==> config.mk <==
export PLATFORM = sky130hd
export DESIGN_NAME = weight_bram_sequencer_flat
export DESIGN_NICKNAME = d
export VERILOG_FILES = /design/src/rtl/weight_bram_sequencer_pkg.sv /design/src/rtl/weight_bram_sequencer_if.sv /design/src/rtl/weight_bram_sequencer.sv /design/src/flat_wrapper.sv
export SDC_FILE = /design/constraint.sdc
export NUM_CORES = 1
export LEC_CHECK = 0
export CORE_ASPECT_RATIO = 1.1
export CORE_UTILIZATION = 58
export CTS_BUF_LIST = sky130_fd_sc_hd__clkbuf_8
export DETAILED_ROUTE_END_ITERATION = 12
export DONT_BUFFER_PORTS = 1
export PLACE_DENSITY = 0.87
export SLEW_MARGIN = 20
export SYNTH_ARGS = -nofsm -noshare
export SYNTH_HDL_FRONTEND = slang
export SYNTH_SLANG_ARGS = --single-unit
==> constraint.sdc <==
create_clock -name clk_i -period 1.6 [get_ports clk_i]
set_input_delay 0.24 -clock clk_i [delete_from_list [all_inputs] [get_ports clk_i]]
set_output_delay 0.24 -clock clk_i [all_outputs]
set_load 0.1 [all_outputs]
==> src/rtl/weight_bram_sequencer_pkg.sv <==
// Shared defaults and FSM encoding for the per-neuron weight BRAM sequencer.
package weight_bram_sequencer_pkg;

  localparam int DEPTH_DEF = 28;
  localparam int AW_DEF    = 5;
  localparam int DW_DEF    = 16;

  typedef enum logic [2:0] {
    ST_IDLE  = 3'd0,
    ST_WRITE = 3'd1,
    ST_READ  = 3'd2,
    ST_DRAIN = 3'd3,
    ST_FIN   = 3'd4
  } state_e;

endpackage

==> src/rtl/weight_bram_sequencer_if.sv <==
// Loader, MAC stream and BRAM port bundle; master is the sequencer side.
interface weight_bram_sequencer_if
  import weight_bram_sequencer_pkg::*;
#(
  parameter int AW = AW_DEF,
  parameter int DW = DW_DEF
) ();

  logic          start;
  logic          ld_req;
  logic [AW-1:0] ld_addr;
  logic [DW-1:0] ld_data;
  logic          ld_ack;
  logic          ld_err;
  logic          bram_en;
  logic          bram_we;
  logic [AW-1:0] bram_addr;
  logic [DW-1:0] bram_di;
  logic [DW-1:0] bram_do;
  logic [DW-1:0] w_out;
  logic          w_valid;
  logic          w_last;
  logic          busy;
  logic          done;

  modport master (
    input  start, ld_req, ld_addr, ld_data, bram_do,
    output ld_ack, ld_err, bram_en, bram_we, bram_addr, bram_di,
           w_out, w_valid, w_last, busy, done
  );

  modport slave (
    output start, ld_req, ld_addr, ld_data, bram_do,
    input  ld_ack, ld_err, bram_en, bram_we, bram_addr, bram_di,
           w_out, w_valid, w_last, busy, done
  );

endinterface

==> src/rtl/weight_bram_sequencer.sv <==
// Arbitrates one weight BRAM between host single-word writes and a full
// DEPTH-word burst read streamed to the neuron MAC.
module weight_bram_sequencer
  import weight_bram_sequencer_pkg::*;
#(
  parameter int DEPTH = DEPTH_DEF,
  parameter int AW    = AW_DEF,
  parameter int DW    = DW_DEF
) (
  input logic                     clk_i,
  input logic                     rst_i,
  weight_bram_sequencer_if.master wbs_io
);

  localparam logic [AW-1:0] LAST_ADDR = AW'(DEPTH - 1);
  localparam logic [AW:0]   DEPTH_X   = (AW+1)'(DEPTH);

  state_e        state_q, state_d;
  logic [AW-1:0] cnt_q, cnt_d;
  logic          bram_en_q, bram_en_d;
  logic          bram_we_q, bram_we_d;
  logic [AW-1:0] bram_addr_q, bram_addr_d;
  logic [DW-1:0] bram_di_q, bram_di_d;
  logic          ld_ack_q, ld_ack_d;
  logic          ld_err_q, ld_err_d;
  logic          busy_q, busy_d;
  logic          done_q;
  logic          ld_addr_ok;

  logic signed [DW-1:0] do_p1_q;
  logic                 vld_p1_q;
  logic                 last_p1_q;
  logic signed [DW-1:0] w_out_p2_q;
  logic                 vld_p2_q;
  logic                 last_p2_q;

  // Address counter holds at the last word instead of wrapping.
  function automatic logic [AW-1:0] sat_inc(input logic [AW-1:0] v);
    return (v == LAST_ADDR) ? v : v + AW'(1);
  endfunction

  assign ld_addr_ok = ({1'b0, wbs_io.ld_addr} < DEPTH_X);

  always_comb begin
    state_d     = state_q;
    cnt_d       = cnt_q;
    bram_en_d   = 1'b0;
    bram_we_d   = 1'b0;
    bram_addr_d = bram_addr_q;
    bram_di_d   = bram_di_q;
    ld_ack_d    = 1'b0;
    ld_err_d    = 1'b0;
    busy_d      = 1'b0;
    unique case (state_q)
      ST_IDLE: begin
        if (wbs_io.start) begin
          state_d     = ST_READ;
          cnt_d       = '0;
          bram_en_d   = 1'b1;
          bram_addr_d = '0;
          busy_d      = 1'b1;
        end else if (wbs_io.ld_req) begin
          state_d     = ST_WRITE;
          bram_en_d   = ld_addr_ok;
          bram_we_d   = ld_addr_ok;
          bram_addr_d = wbs_io.ld_addr;
          bram_di_d   = wbs_io.ld_data;
          ld_ack_d    = ld_addr_ok;
          ld_err_d    = ~ld_addr_ok;
        end
      end
      ST_WRITE: state_d = ST_IDLE;
      ST_READ: begin
        // Next-cycle BUSY covers the DRAIN cycle that follows the last address.
        busy_d = 1'b1;
        if (cnt_q == LAST_ADDR) begin
          state_d = ST_DRAIN;
        end else begin
          cnt_d       = sat_inc(cnt_q);
          bram_en_d   = 1'b1;
          bram_addr_d = cnt_d;
        end
      end
      ST_DRAIN: state_d = ST_FIN;
      ST_FIN: begin
        state_d = ST_IDLE;
        cnt_d   = '0;
      end
      default: state_d = ST_IDLE;
    endcase
  end

  always_ff @(posedge clk_i) begin
    if (rst_i) begin
      state_q     <= ST_IDLE;
      cnt_q       <= '0;
      bram_en_q   <= 1'b0;
      bram_we_q   <= 1'b0;
      bram_addr_q <= '0;
      bram_di_q   <= '0;
      ld_ack_q    <= 1'b0;
      ld_err_q    <= 1'b0;
      busy_q      <= 1'b0;
      done_q      <= 1'b0;
    end else begin
      state_q     <= state_d;
      cnt_q       <= cnt_d;
      bram_en_q   <= bram_en_d;
      bram_we_q   <= bram_we_d;
      bram_addr_q <= bram_addr_d;
      bram_di_q   <= bram_di_d;
      ld_ack_q    <= ld_ack_d;
      ld_err_q    <= ld_err_d;
      busy_q      <= busy_d;
      // FIN lasts one cycle, so DONE lands right after the W_LAST beat.
      done_q      <= (state_q == ST_FIN);
    end
  end

  // p1: BRAM_DO sampled one cycle after a read address was presented
  always_ff @(posedge clk_i) begin
    if (rst_i) begin
      vld_p1_q  <= 1'b0;
      last_p1_q <= 1'b0;
    end else begin
      vld_p1_q  <= bram_en_q & ~bram_we_q;
      last_p1_q <= bram_en_q & ~bram_we_q & (bram_addr_q == LAST_ADDR);
    end
  end

  always_ff @(posedge clk_i) begin
    do_p1_q <= wbs_io.bram_do;
  end

  // p2: registered weight stream to the MAC
  always_ff @(posedge clk_i) begin
    if (rst_i) begin
      vld_p2_q   <= 1'b0;
      last_p2_q  <= 1'b0;
      w_out_p2_q <= '0;
    end else begin
      vld_p2_q  <= vld_p1_q;
      last_p2_q <= last_p1_q;
      if (vld_p1_q) begin
        w_out_p2_q <= do_p1_q;
      end
    end
  end

  assign wbs_io.ld_ack    = ld_ack_q;
  assign wbs_io.ld_err    = ld_err_q;
  assign wbs_io.bram_en   = bram_en_q;
  assign wbs_io.bram_we   = bram_we_q;
  assign wbs_io.bram_addr = bram_addr_q;
  assign wbs_io.bram_di   = bram_di_q;
  assign wbs_io.w_out     = w_out_p2_q;
  assign wbs_io.w_valid   = vld_p2_q;
  assign wbs_io.w_last    = last_p2_q;
  assign wbs_io.busy      = busy_q;
  assign wbs_io.done      = done_q;

endmodule

==> src/flat_wrapper.sv <==
// flat-port wrapper written by rule: the top's interface ports become plain ports
module weight_bram_sequencer_flat import weight_bram_sequencer_pkg::*;
#(
  parameter int DEPTH = DEPTH_DEF,
  parameter int AW    = AW_DEF,
  parameter int DW    = DW_DEF
)
  (clk_i, rst_i, wbs_io_start, wbs_io_ld_req, wbs_io_ld_addr, wbs_io_ld_data, wbs_io_bram_do, wbs_io_ld_ack, wbs_io_ld_err, wbs_io_bram_en, wbs_io_bram_we, wbs_io_bram_addr, wbs_io_bram_di, wbs_io_w_out, wbs_io_w_valid, wbs_io_w_last, wbs_io_busy, wbs_io_done);
  weight_bram_sequencer_if #(.AW(AW), .DW(DW)) wbs_io_i ();
  input logic clk_i;
  input logic rst_i;
  input wire logic [$bits(wbs_io_i.start)-1:0] wbs_io_start;
  input wire logic [$bits(wbs_io_i.ld_req)-1:0] wbs_io_ld_req;
  input wire logic [$bits(wbs_io_i.ld_addr)-1:0] wbs_io_ld_addr;
  input wire logic [$bits(wbs_io_i.ld_data)-1:0] wbs_io_ld_data;
  input wire logic [$bits(wbs_io_i.bram_do)-1:0] wbs_io_bram_do;
  output wire logic [$bits(wbs_io_i.ld_ack)-1:0] wbs_io_ld_ack;
  output wire logic [$bits(wbs_io_i.ld_err)-1:0] wbs_io_ld_err;
  output wire logic [$bits(wbs_io_i.bram_en)-1:0] wbs_io_bram_en;
  output wire logic [$bits(wbs_io_i.bram_we)-1:0] wbs_io_bram_we;
  output wire logic [$bits(wbs_io_i.bram_addr)-1:0] wbs_io_bram_addr;
  output wire logic [$bits(wbs_io_i.bram_di)-1:0] wbs_io_bram_di;
  output wire logic [$bits(wbs_io_i.w_out)-1:0] wbs_io_w_out;
  output wire logic [$bits(wbs_io_i.w_valid)-1:0] wbs_io_w_valid;
  output wire logic [$bits(wbs_io_i.w_last)-1:0] wbs_io_w_last;
  output wire logic [$bits(wbs_io_i.busy)-1:0] wbs_io_busy;
  output wire logic [$bits(wbs_io_i.done)-1:0] wbs_io_done;
  assign wbs_io_i.start = wbs_io_start;
  assign wbs_io_i.ld_req = wbs_io_ld_req;
  assign wbs_io_i.ld_addr = wbs_io_ld_addr;
  assign wbs_io_i.ld_data = wbs_io_ld_data;
  assign wbs_io_i.bram_do = wbs_io_bram_do;
  assign wbs_io_ld_ack = wbs_io_i.ld_ack;
  assign wbs_io_ld_err = wbs_io_i.ld_err;
  assign wbs_io_bram_en = wbs_io_i.bram_en;
  assign wbs_io_bram_we = wbs_io_i.bram_we;
  assign wbs_io_bram_addr = wbs_io_i.bram_addr;
  assign wbs_io_bram_di = wbs_io_i.bram_di;
  assign wbs_io_w_out = wbs_io_i.w_out;
  assign wbs_io_w_valid = wbs_io_i.w_valid;
  assign wbs_io_w_last = wbs_io_i.w_last;
  assign wbs_io_busy = wbs_io_i.busy;
  assign wbs_io_done = wbs_io_i.done;
  weight_bram_sequencer #(.DEPTH(DEPTH), .AW(AW), .DW(DW)) u_core (.clk_i(clk_i), .rst_i(rst_i), .wbs_io(wbs_io_i));
endmodule
* After elaboration in Yosys (flattened, before gate mapping)
Cells that the tools add are included.
Operators by class: add/subtract/negate cells 1, magnitude comparators 1, eq/ne operators 9, multiplexer cells 16, bitwise logic cells 7, reduce and logical (&&, ||, !) cells 9
Operators by type and width (count):
- $mux W5 | 4
- $pmux W5 S3 | 1
- $eq A5 B5 Y1 const B | 2
- $pmux W5 S2 | 1
- $mux W3 | 3
- $pmux W3 S3 | 1
- $reduce_and A3 Y1 | 3
- $eq A3 B2 Y1 const B | 2
- $add A5 B1 Y5 const B | 1
- $lt A5 B5 Y1 const B | 1
- $not A1 Y1 | 5
- $mux W1 | 4
- $ne A2 B2 Y1 const B | 2
- $pmux W1 S2 | 2
- $reduce_or A4 Y1 | 1
- $eq A3 B3 Y1 const B | 1
- $logic_not A3 Y1 | 1
- $ne A3 B3 Y1 const B | 1
- $reduce_bool A3 Y1 | 1
- $reduce_or A3 Y1 | 1
- $and A1 B1 Y1 | 2
- $ne A2 B1 Y1 const B | 1
- $reduce_and A2 Y1 | 1
- $reduce_bool A2 Y1 | 1
Word-level totals: register bits after elaboration 70, input port bits 41, output and inout port bits 45, word-level logic and storage cells 58

* Logic depth before layout (Yosys ltp)
Gate-level depths: netlist of run 1.
depth after elaboration 4, depth in mapped cells 7, depth with buffers taken out 5

* Worst setup path before layout of run 1
Ideal clock, no wire load.
path kind register to register, start point reg u_core.cnt_q[0], end point reg u_core.bram_addr_q[4], in the netlist u_core.wbs_io.bram_addr[4], setup time 0.091 ns, arrival time 1.635 ns, setup slack -0.126 ns, cell stages (with the launch flop) 6, clock period less this slack 1.726 ns, cell sequence dfxtp_1 -> ha_1 -> and4b_4 -> a2111oi_4 -> nor2_1 -> a311oi_1
On the way: word-level cells in the longest chain between the ends 3, elaborated cells between the ends (all ways) 6, classes of those cells add/sub (1); eq/ne (2); mux (2); reduce/logical (1)
RTL lines:
- start: declaration | line weight_bram_sequencer.sv:19 | logic [AW-1:0] cnt_q, cnt_d;
- start signal: assignment | line weight_bram_sequencer.sv:107 | cnt_q <= cnt_d;
- $add A5 B1 Y5 or $eq A5 B5 Y1 (tied branches) | line weight_bram_sequencer.sv:39, weight_bram_sequencer.sv:76
- $mux W5 or $ne A2 B2 Y1 (tied branches)
- $pmux W5 S2 or $reduce_and A3 Y1 (tied branches)
- end signal: assignment | line weight_bram_sequencer.sv:110 | bram_addr_q <= bram_addr_d;
- end: declaration | line weight_bram_sequencer.sv:22 | logic [AW-1:0] bram_addr_q, bram_addr_d;
Several ways; a longest one is shown, not always the timed one. The select of a mux whose other input is x is not followed. A chain may end at the register's enable or synchronous reset.

* Worst setup path in the final report of run 1
start point reg u_core.cnt_q[1], end point reg u_core.bram_addr_q[0], in the netlist u_core.wbs_io.bram_addr[0]
On the way: word-level cells in the longest chain between the ends 3
RTL lines (line):
- $eq A5 B5 Y1 | weight_bram_sequencer.sv:39, weight_bram_sequencer.sv:76
- $ne A2 B2 Y1 (no line)
- $reduce_and A3 Y1 (no line)
Every way passes these cells.

==> implementation parameters, run 1 <==
Parameter                              Value

Setup path
  Chain of cells forming the critical path ... ha_4, and4b_4, a2111oi_4, buf_2, nor2_1, a311oi_1
  Worst R2R End ... u_core.wbs_io.bram_addr[0]$_SDFFE_PP0P_
  Critical path startpoint category ... flop
  Path type of the worst setup path ... reg -> reg
  Worst reg2reg setup slack ... -0.002 ns
  Worst path required time ... 1.86 ns
  Arrival time reported for the critical path endpoint ... 1.86 ns
  Type of destination of the critical path ... flop
  Cell depth of the worst flop-to-flop path ... 6
  Maximum fanout along the worst path ... 4
  Slowest stage cell on the critical path ... sky130_fd_sc_hd__dfxtp_2
  Maximum cell stage delay along the critical path ... 0.35 ns
  Startpoint of the lowest-slack register-to-register path ... u_core.cnt_q[1]$_SDFFE_PP0P_

Placed design
  Number of placed instances, taps included ... 309
  Dpl hpwl ... 3216 microns
  Setup slack at placement ... 0.02651 ns
  Last weighted congestion value of the routability-driven placer ... 0.8203
  Port bufs ... 0

Timing
  Time the worst path needs with I/O delays and setup ... 1.602 ns
  Worst setup margin ... -0.002394 ns
  Number of pins exceeding their max-slew limit in the final report ... 0
  Max Clock Freq ... 624.1 MHz
  Final setup violating endpoints ... 1
  Total count of hold-check failures in the final report ... 0
  Total Neg Setup Slack ... -0.002394 ns
  Tightest Pin Transition ... 0.3236 ns
  Portion of the clock cycle consumed by the worst path in the final layout ... 100.1%
  RSZ-0062 raised after global routing ... yes
  Slew HR ... 78.26%
  Clk_skew ... 0.01117 ns

Cells and area
  Area taken by flip-flops and latches ... 1405 sq um
  Final antenna diode count ... 0
  Number of cells in the finished layout apart from fillers ... 346
  Area used by multi-input combinational logic ... 922.1 sq um
  Post-layout util ... 86.49%
  Number of filler instances in the final layout ... 193
  Share of layout cells above drive strength 1 ... 29.39%
  Number of nets at the end of the flow ... 333
  Layout-stage area growth over the synthesis result ... 38.10%

Global routing
  Total GRT Usage ... 27.54%
  Grt total ovfl ... 0
  Number of antenna violations at the first check in global routing ... 0
  Wire length of the first global-routing pass ... 8638 microns
  Number of global-route vias before repair ... 1815
  Largest net degree at the start of global routing ... 50

Clock network
  Source-to-sink clock delay at the later pin of the worst-skew pair ... 0.34 ns
  Maximum root-to-sink buffer count ... 2
  Clk slew on worst S/H paths ... 0.08 ns
  Clock buffers created by TritonCTS ... 9
  Sink Count ... 70
  Maximum level of the CTS H-tree ... 3
  Cell at the root of the clock tree ... sky130_fd_sc_hd__clkbuf_8
  TritonCTS clock tree ... done

Power
  Internal power ... 2.921 mW
  P_sw ... 1.319 mW
  P per Cell Area ... 1300 nW/um^2
  Fraction of power consumed by combinational cells ... 19.5%
  Total leakage power ... 1.478 nW
  Worst ir drop on vdd ... 0.001211 V
  Sequential group share of total power ... 44.1%
  Sw Share ... 31.10%
  Share of total power in the clock network ... 36.4%

Status
  Run status ... complete, but fails checks
  Violations in the final reports ... setup timing

Yosys
  Synthesized instance count ... 216
  Mean area per synthesized cell ... 10.93 sq um
  Number of nets produced by synthesis ... 258
  Number of distinct library cells after synthesis ... 35
  Sequential area share after synthesis ... 59.35%
  Count of state elements after synthesis ... 70
  Post-Syn Area ... 2361 sq um
  Number of synthesis warnings ... 0

Min path
  Worst hold path depth ... 2
  Start point of the worst min-delay path ... wbs_io_ld_data[5]
  Class of the tightest hold or removal check ... in -> reg
  Endpoint of the worst hold path ... u_core.wbs_io.bram_di[5]$_SDFFE_PP0P_

Drt
  Vias/cell ... 5.491
  Number of remaining DRC errors ... 0
  Total vias in the final route ... 1900
  Number of nets with antenna violations after detailed routing ... 0
  WL final ... 6012 microns
  Count of TritonRoute iterations in the first routing pass ... 4
  Drt wl/cell ... 17.38 microns
  DRC marker count from the first detailed-route iteration ... 202

Floorplanning
  Initial standard-cell utilization of the core ... 62.63%
  Chip width ... 62.83 microns
  Number of rows in the core area ... 23
  Area of the core ... 3770 sq um
  Area enclosed by the die boundary ... 4330 sq um
  IO Pins ... 86
  Height of the chip ... 68.92 microns

Job
  Max cap viols ... 0
[synthesized netlist by cell type (all sizes together)]
cell      n  area, sq um
a2111oi   1        27.53
a211oi    4        35.03
a21o      1        7.510
a21oi     5        25.02
a221oi    2        17.52
a22oi     3        22.52
a311oi    2        17.52
and3      1        6.260
and4b     2        23.77
buf       8        43.78
clkbuf    5        18.77
dfxtp    70         1401
ha        1        12.51
inv       2        7.510
mux2i    32        320.3
nand2     4        15.01
nand2b    3        18.77
nand3     7        35.03
nand4b    1        8.760
nor2     43        161.4
nor2b     3        18.77
nor3      3        15.01
nor3b     4        30.03
nor4b     1        8.760
nor4bb    1        10.01
o21ai     1        5.000
or2       1        6.260
or3       1        6.260
or3b      1        8.760
xnor2     2        17.52
xor2      1        8.760
[cell usage in the layout, fill, tap and decap left out, types with 2 or more instances in the layout]
master                          synthesis  final
sky130_fd_sc_hd__clkinvlp_4             0      2
sky130_fd_sc_hd__nand3_1                7      7
sky130_fd_sc_hd__mux2i_1               32     32
sky130_fd_sc_hd__buf_6                  0      2
sky130_fd_sc_hd__nand2_1                4      4
sky130_fd_sc_hd__dfxtp_2                0      3
sky130_fd_sc_hd__a221oi_1               2      2
sky130_fd_sc_hd__dfxtp_1               70     67
sky130_fd_sc_hd__a311oi_1               2      2
sky130_fd_sc_hd__nor2_1                43     43
sky130_fd_sc_hd__a22oi_1                3      3
sky130_fd_sc_hd__bufinv_16              0      2
sky130_fd_sc_hd__nor3_1                 3      2
sky130_fd_sc_hd__a21oi_1                5      5
sky130_fd_sc_hd__dlygate4sd3_1          0     16
sky130_fd_sc_hd__clkbuf_8               0      9
sky130_fd_sc_hd__buf_12                 0      2
sky130_fd_sc_hd__xnor2_1                2      2
sky130_fd_sc_hd__nor3b_1                4      3
sky130_fd_sc_hd__inv_1                  2      4
sky130_fd_sc_hd__nand2b_1               3      3
sky130_fd_sc_hd__buf_4                  2     56
sky130_fd_sc_hd__nor2b_1                3      3
sky130_fd_sc_hd__a211oi_2               1      3
[worst max path at each step]
| stage | slack (ns) | cells past startpoint | start | to |
|---|---|---|---|---|
| 6_report | -0.002 | 6 | u_core.cnt_q[1]$_SDFFE_PP0P_ | u_core.wbs_io.bram_addr[0]$_SDFFE_PP0P_ |
| 3_3_place_gp | 0.11 | 6 | u_core.cnt_q[1]$_SDFFE_PP0P_ | u_core.wbs_io.bram_addr[3]$_SDFFE_PP0P_ |
| 4_1_cts | 0.005 | 6 | u_core.cnt_q[1]$_SDFFE_PP0P_ | u_core.wbs_io.bram_addr[4]$_SDFFE_PP0P_ |
| 5_1_grt | -0.05 | 6 | u_core.cnt_q[1]$_SDFFE_PP0P_ | u_core.wbs_io.bram_addr[4]$_SDFFE_PP0P_ |
| 2_1_floorplan | 0.01 | 5 | u_core.cnt_q[0]$_SDFFE_PP0P_ | u_core.wbs_io.bram_addr[1]$_SDFFE_PP0P_ |
| 3_5_place_dp | 0.03 | 6 | u_core.cnt_q[1]$_SDFFE_PP0P_ | u_core.wbs_io.bram_addr[0]$_SDFFE_PP0P_ |
[stage by stage]
step                hold WS, ns  power [mW]  area (sq um)
floorplan                0.2677       2.509          2365
global placement         0.2678       2.625          2798
detailed placement       0.2678       2.640          2798
CTS                     0.05168       4.181          3213
global route            0.04669       4.373          3261
finish                  0.05511       4.240          3261
[layer usage]
layer  global-route usage [%]  share of wire (%)  vias to the layer above
li1                         -                  -                      886
met1                    28.35                 37                      896
met2                    49.73                 53                      107
met3                    9.375                7.2                       11
met4                    16.28                2.3                        0
met5                        0                  0                        -
[cell families (layout without fill, tap and decap cells)]
family	count (synthesis)	count (layout)	share of synthesized area, %
fa+ha+maj	1	1	0.5299
xor+xnor	3	3	1.113
flops	70	70	59.35
simple gates	76	76	15.79
buf+inv	15	95	2.967
mux	32	32	13.57
compound gates	19	19	6.677
[power groups by stage]
stage          clock network [mW]  logic [mW]  registers [mW]
3_5_place_dp                    0       0.734            1.91
5_1_grt                      1.64       0.854            1.88
2_1_floorplan                   0       0.194            2.32
3_3_place_gp                    0       0.724            1.90
4_1_cts                      1.51       0.800            1.87
6_report                     1.54       0.825            1.87
[what timing repair did]
action,CTS,global route
hold buffers,17,0
resized for setup,1,8
endpoints found under the setup margin,1,9
gates cloned,0,1
setup buffers,2,1
hold endpoints to repair,65,0
pin swaps,0,2
[final cells by class]
| type | instances | share of cell area (%) |
|---|---|---|
| sequential | 70 | 43.09 |
| clock inverter | 7 | 2.801 |
| clock buffer | 9 | 3.799 |
| multi-input combinational | 131 | 28.28 |
| inverter | 2 | 0.2302 |
| timing repair buffer | 77 | 19.88 |
| tap | 50 | 1.919 |
[registers in the layout, summed over array words and instances, names as in the netlist]
register                 cells
u_core.wbs_io.w_last         1
u_core.wbs_io.done           1
u_core.wbs_io.busy           1
u_core.vld_p1_q              1
u_core.cnt_q                 5
u_core.last_p1_q             1
u_core.wbs_io.w_out         16
u_core.wbs_io.bram_we        1
u_core.wbs_io.bram_di       16
u_core.wbs_io.w_valid        1
u_core.wbs_io.ld_err         1
u_core.wbs_io.bram_en        1
u_core.state_q               3
u_core.wbs_io.bram_addr      5
u_core.do_p1_q              16
[critical path, delay by kind of cell, from the launching register on]
family                   cells  cell delay (ns)
AND/OR/NAND/NOR              2             0.28
buffers and inverters        1             0.21
flip-flops                   1             0.35
adder cells (fa/ha/maj)      1             0.16
AO/OA/AOI/OAI                2             0.53
Note: power is estimated with default switching activity, not from simulation.
==> inputs of run 2 (changes only) <==
--- a/config.mk
+++ b/config.mk
@@ -5,6 +5,7 @@
 export SDC_FILE = /design/constraint.sdc
 export NUM_CORES = 1
 export LEC_CHECK = 0
+export ABC_CLOCK_PERIOD_IN_PS = 1600
 export CORE_ASPECT_RATIO = 1.1
 export CORE_UTILIZATION = 58
 export CTS_BUF_LIST = sky130_fd_sc_hd__clkbuf_8
==> results of run 2 <==
The final DEF is identical to that of run 1; final timing and power are the same.
==> inputs of run 3 (changes only) <==
--- a/config.mk
+++ b/config.mk
@@ -5,6 +5,7 @@
 export SDC_FILE = /design/constraint.sdc
 export NUM_CORES = 1
 export LEC_CHECK = 0
+export ABC_AREA = 1
 export ABC_CLOCK_PERIOD_IN_PS = 1600
 export CORE_ASPECT_RATIO = 1.1
 export CORE_UTILIZATION = 58
==> implementation parameters, run 3 <==
Parameter                              Value

Setup path
  Arrival time reported for the critical path endpoint ... 1.66 ns (-0.20 ns)
  Path type of the worst setup path ... reg -> reg
  Number of buffers and inverters on the critical path ... 1 (unchanged)
  Maximum fanout along the worst path ... 7 (+3)
  Type of destination of the critical path ... flop
  Worst R2R End ... u_core.cnt_q[2]$_SDFFE_PP0P_
  Worst reg2reg setup slack ... 0.17 ns (+0.17 ns)
  Slowest stage cell on the critical path ... sky130_fd_sc_hd__dfxtp_1
  Chain of cells forming the critical path ... ha_2, nand2_1, nor2_1, nand2_4, nand2_2, inv_2, nor2_1, nor2_1
  Cell depth of the worst flop-to-flop path ... 8 (+2)
  Worst path required time ... 1.83 ns (-0.03 ns)
  Cell family contributing the most delay on the critical path ... simple AND/OR/NAND/NOR gates
  Startpoint of the lowest-slack register-to-register path ... u_core.cnt_q[0]$_SDFFE_PP0P_
  Cell repeated most along the worst path ... sky130_fd_sc_hd__nor2_1
  Maximum cell stage delay along the critical path ... 0.38 ns (+0.03 ns)
  Launching element of the worst setup path ... u_core.cnt_q[0]$_SDFFE_PP0P_
  Critical path startpoint category ... flop

Timing
  Clk_skew ... 0.003968 ns (-0.007200 ns)
  Portion of the clock cycle consumed by the worst path in the final layout ... 89.44% (-11 points)
  Total count of hold-check failures in the final report ... 0 (unchanged)
  Max Clock Freq ... 698.8 MHz (+12%)
  Final setup violating endpoints ... 0 (-1)
  RSZ-0062 raised after global routing ... no
  Tightest Pin Transition ... 0.9011 ns (+0.5776 ns)
  Number of pins exceeding their max-slew limit in the final report ... 0 (unchanged)
  Slew HR ... 39.73% (-39 points)
  Total Neg Setup Slack ... 0 ns (+0.002394 ns)
  Minimum hold slack ... 0.05909 ns (+0.003984 ns)
  Time the worst path needs with I/O delays and setup ... 1.431 ns (-0.1713 ns)

Clock network
  Source-to-sink clock delay at the later pin of the worst-skew pair ... 0.33 ns (about the same)
  Post-CTS setup-driven buffer insertion count ... 0 (-2)
  Clock buffers created by TritonCTS ... 9 (unchanged)
  TritonCTS clock tree ... done
  Maximum root-to-sink buffer count ... 2 (unchanged)
  Clk slew on worst S/H paths ... 0.07 ns (about the same)
  Cell at the root of the clock tree ... sky130_fd_sc_hd__clkbuf_8
  Sink Count ... 70 (unchanged)
  Maximum level of the CTS H-tree ... 3 (unchanged)

Global routing
  Grt total ovfl ... 0 (unchanged)
  Number of antenna violations at the first check in global routing ... 0 (unchanged)
  Number of global-route vias before repair ... 2167 (+19%)
  Largest net degree at the start of global routing ... 26 (-48%)
  Fraction of met2 tracks used by global routing ... 51.66% (+1.9 points)
  Met3 global-route usage ... 9.873% (+0.50 points)
  Most used routing layer ... met2
  Wire length of the first global-routing pass ... 9763 microns (+13%)
  Total GRT Usage ... 28.24% (+0.71 points)
  GR Util met1 ... 29.63% (+1.3 points)

Power
  Fraction of power consumed by combinational cells ... 26.0% (+6.5 points)
  P_sw ... 1.617 mW (+23%)
  Sequential group share of total power ... 41.4% (-2.7 points)
  P per Cell Area ... 1427 nW/um^2 (+9.8%)
  Internal power ... 3.058 mW (+4.7%)
  Total power of the final layout ... 4.675 mW (+10%)
  Sw Share ... 34.59% (+3.5 points)
  Total leakage power ... 1.490 nW (+0.82%)
  Worst ir drop on vdd ... 0.001009 V (-17%)
  Share of total power in the clock network ... 32.5% (-3.9 points)

Job
  Max cap viols ... 0 (unchanged)

Yosys
  Mean area per synthesized cell ... 8.400 sq um (-23%)
  Fraction of synthesis flops using an asynchronous set or reset pin ... 0% (unchanged)
  Sequential area share after synthesis ... 54.88% (-4.5 points)
  Number of distinct library cells after synthesis ... 26 (-26%)
  Dominant cell type by area after synthesis ... sky130_fd_sc_hd__dfxtp_1
  Number of nets produced by synthesis ... 346 (+34%)
  Synthesized instance count ... 304 (+41%)
  Number of enable flip-flop cells after synthesis ... 0 (unchanged)
  Post-Syn Area ... 2554 sq um (+8.2%)
  Most instantiated library cell after synthesis ... sky130_fd_sc_hd__dfxtp_1
  Top cells by area, synth ... sky130_fd_sc_hd__dfxtp_1 55%, sky130_fd_sc_hd__nor2_1 9.6%, sky130_fd_sc_hd__nand2_1 7.6%
  Top cells by count, synth ... 70 x sky130_fd_sc_hd__dfxtp_1, 65 x sky130_fd_sc_hd__nor2_1, 52 x sky130_fd_sc_hd__nand2_1
  Count of state elements after synthesis ... 70 (unchanged)
  Portion of synthesized cell area occupied by the leading cell type ... 54.88% (-4.5 points)
  Number of synthesis warnings ... 0 (unchanged)
  Commonest register cell after synthesis ... sky130_fd_sc_hd__dfxtp_1

Floorplanning
  Number of rows in the core area ... 24 (+4.3%)
  Initial standard-cell utilization of the core ... 62.53% (-0.098 points)
  Chip width ... 65.27 microns (+3.9%)
  Height of the chip ... 71.60 microns (+3.9%)
  Area of the core ... 4084 sq um (+8.3%)
  Area enclosed by the die boundary ... 4673 sq um (+7.9%)
  IO Pins ... 86 (unchanged)

Drt
  Total vias in the final route ... 2243 (+18%)
  DRC marker count from the first detailed-route iteration ... 116 (-43%)
  Vias/cell ... 5.303 (-3.4%)
  Count of TritonRoute iterations in the first routing pass ... 5 (+1)
  WL final ... 6185 microns (+2.9%)
  Drt wl/cell ... 14.62 microns (-16%)
  Number of remaining DRC errors ... 0 (unchanged)
  Number of nets with antenna violations after detailed routing ... 0 (unchanged)

Cells and area
  Final antenna diode count ... 0 (unchanged)
  Number of cells in the finished layout apart from fillers ... 423 (+22%)
  Layout-stage area growth over the synthesis result ... 28.27%
  Most common cell after layout, fill and taps aside ... sky130_fd_sc_hd__dfxtp_1
  Number of nets at the end of the flow ... 408 (+23%)
  Number of filler instances in the final layout ... 248 (+28%)
  Share of layout cells above drive strength 1 ... 21.29% (-8.1 points)
  Most frequent cells in the layout ... 69 x sky130_fd_sc_hd__dfxtp_1, 65 x sky130_fd_sc_hd__nor2_1, 52 x sky130_fd_sc_hd__nand2_1

Min path
  Worst hold path depth ... 2 (unchanged)
  Class of the tightest hold or removal check ... in -> reg
  Endpoint of the worst hold path ... u_core.wbs_io.bram_we$_SDFF_PP0_
  Start point of the worst min-delay path ... wbs_io_ld_req

Placed design
  Number of placed instances, taps included ... 390 (+26%)
  Last weighted congestion value of the routability-driven placer ... 0.9121 (+11%)
  Port bufs ... 0 (unchanged)
  Dpl hpwl ... 3887 microns (+21%)

Status
  Run status ... finished clean
## run 3: cell types whose count changed after synthesis, sizes merged, moves of 4 or more
cell and delta:
a211oi -4, a21oi +14, nand2 +56, o21ai +18
nand3 +23, nor2 +24, inv +16, mux2i -32
nor3b -4
## run 3: final cells by class
cell class              instances  area [sq um]  area share, %
inverters                      20         77.57          2.368
clock buffers                  10         137.6          4.202
flip-flops and latches         70          1403          42.82
well taps                      52         65.06          1.986
multi-input cells             202         962.2          29.37
clock inverters                 6         77.57          2.368
repair buffers                 63         553.0          16.88
## run 3: power by group through the flow
| stage | combinational, mW | sequential [mW] | clock (mW) |
|---|---|---|---|
| 2_1_floorplan | 0.368 | 2.56 | 0 |
| 3_3_place_gp | 1.14 | 1.97 | 0 |
| 3_5_place_dp | 1.16 | 1.97 | 0 |
| 4_1_cts | 1.21 | 1.93 | 1.54 |
| 5_1_grt | 1.28 | 1.95 | 1.63 |
| 6_report | 1.22 | 1.94 | 1.52 |
## run 3: stage by stage
| stage | worst slack (ns) | utilization, % | instance area [sq um] |
|---|---|---|---|
| after global routing | 0.03479 | 80.21 | 3276 |
| final | 0.1689 | 80.21 | 3276 |
| after detailed placement | 0.2107 | 70.71 | 2888 |
| after global placement | 0.2614 | 70.71 | 2888 |
| after floorplan | 0.1966 | - | 2555 |
| after CTS | 0.1382 | 80.15 | 3273 |
## run 3: worst reg2reg max path, delay by kind of cell (launching register included)
family	cells	cell delay, ns
fa+ha+maj	1	0.23
simple gates	6	0.67
buf+inv	1	0.05
flops	1	0.38
## run 3: logic make-up after synthesis
kind of cell,Yosys count,share of synthesized area [%]
adder cells (fa/ha/maj),1,0.4899
AO/OA/AOI/OAI,38,7.889
buffers and inverters,32,7.546
flip-flops,70,54.87
AND/OR/NAND/NOR,163,29.20
## run 3: worst max path at each step
stage                                                   end  slack (ns)  cells after the start
floorplan                       u_core.last_p1_q$_SDFF_PP0_        0.20                      2
global placement               u_core.cnt_q[1]$_SDFFE_PP0P_        0.26                      8
detailed placement  u_core.wbs_io.bram_addr[3]$_SDFFE_PP0P_        0.21                      8
CTS                            u_core.cnt_q[2]$_SDFFE_PP0P_        0.14                      8
global route                   u_core.cnt_q[2]$_SDFFE_PP0P_        0.03                      8
finish                         u_core.cnt_q[2]$_SDFFE_PP0P_        0.17                      8
## run 3: layer usage
| layer | part of all wire (%) | routed length [microns] |
|---|---|---|
| met5 | 0 | 0 |
| met2 | 53 | 3273 |
| met3 | 7.6 | 472 |
| met4 | 1.8 | 112 |
| met1 | 38 | 2326 |
## run 3: what timing repair did
item | in CTS | in global routing
resized for setup | 0 | 1
hold buffers | 17 | 0
hold endpoints to repair | 41 | 0
endpoints found under the setup margin | 0 | 2
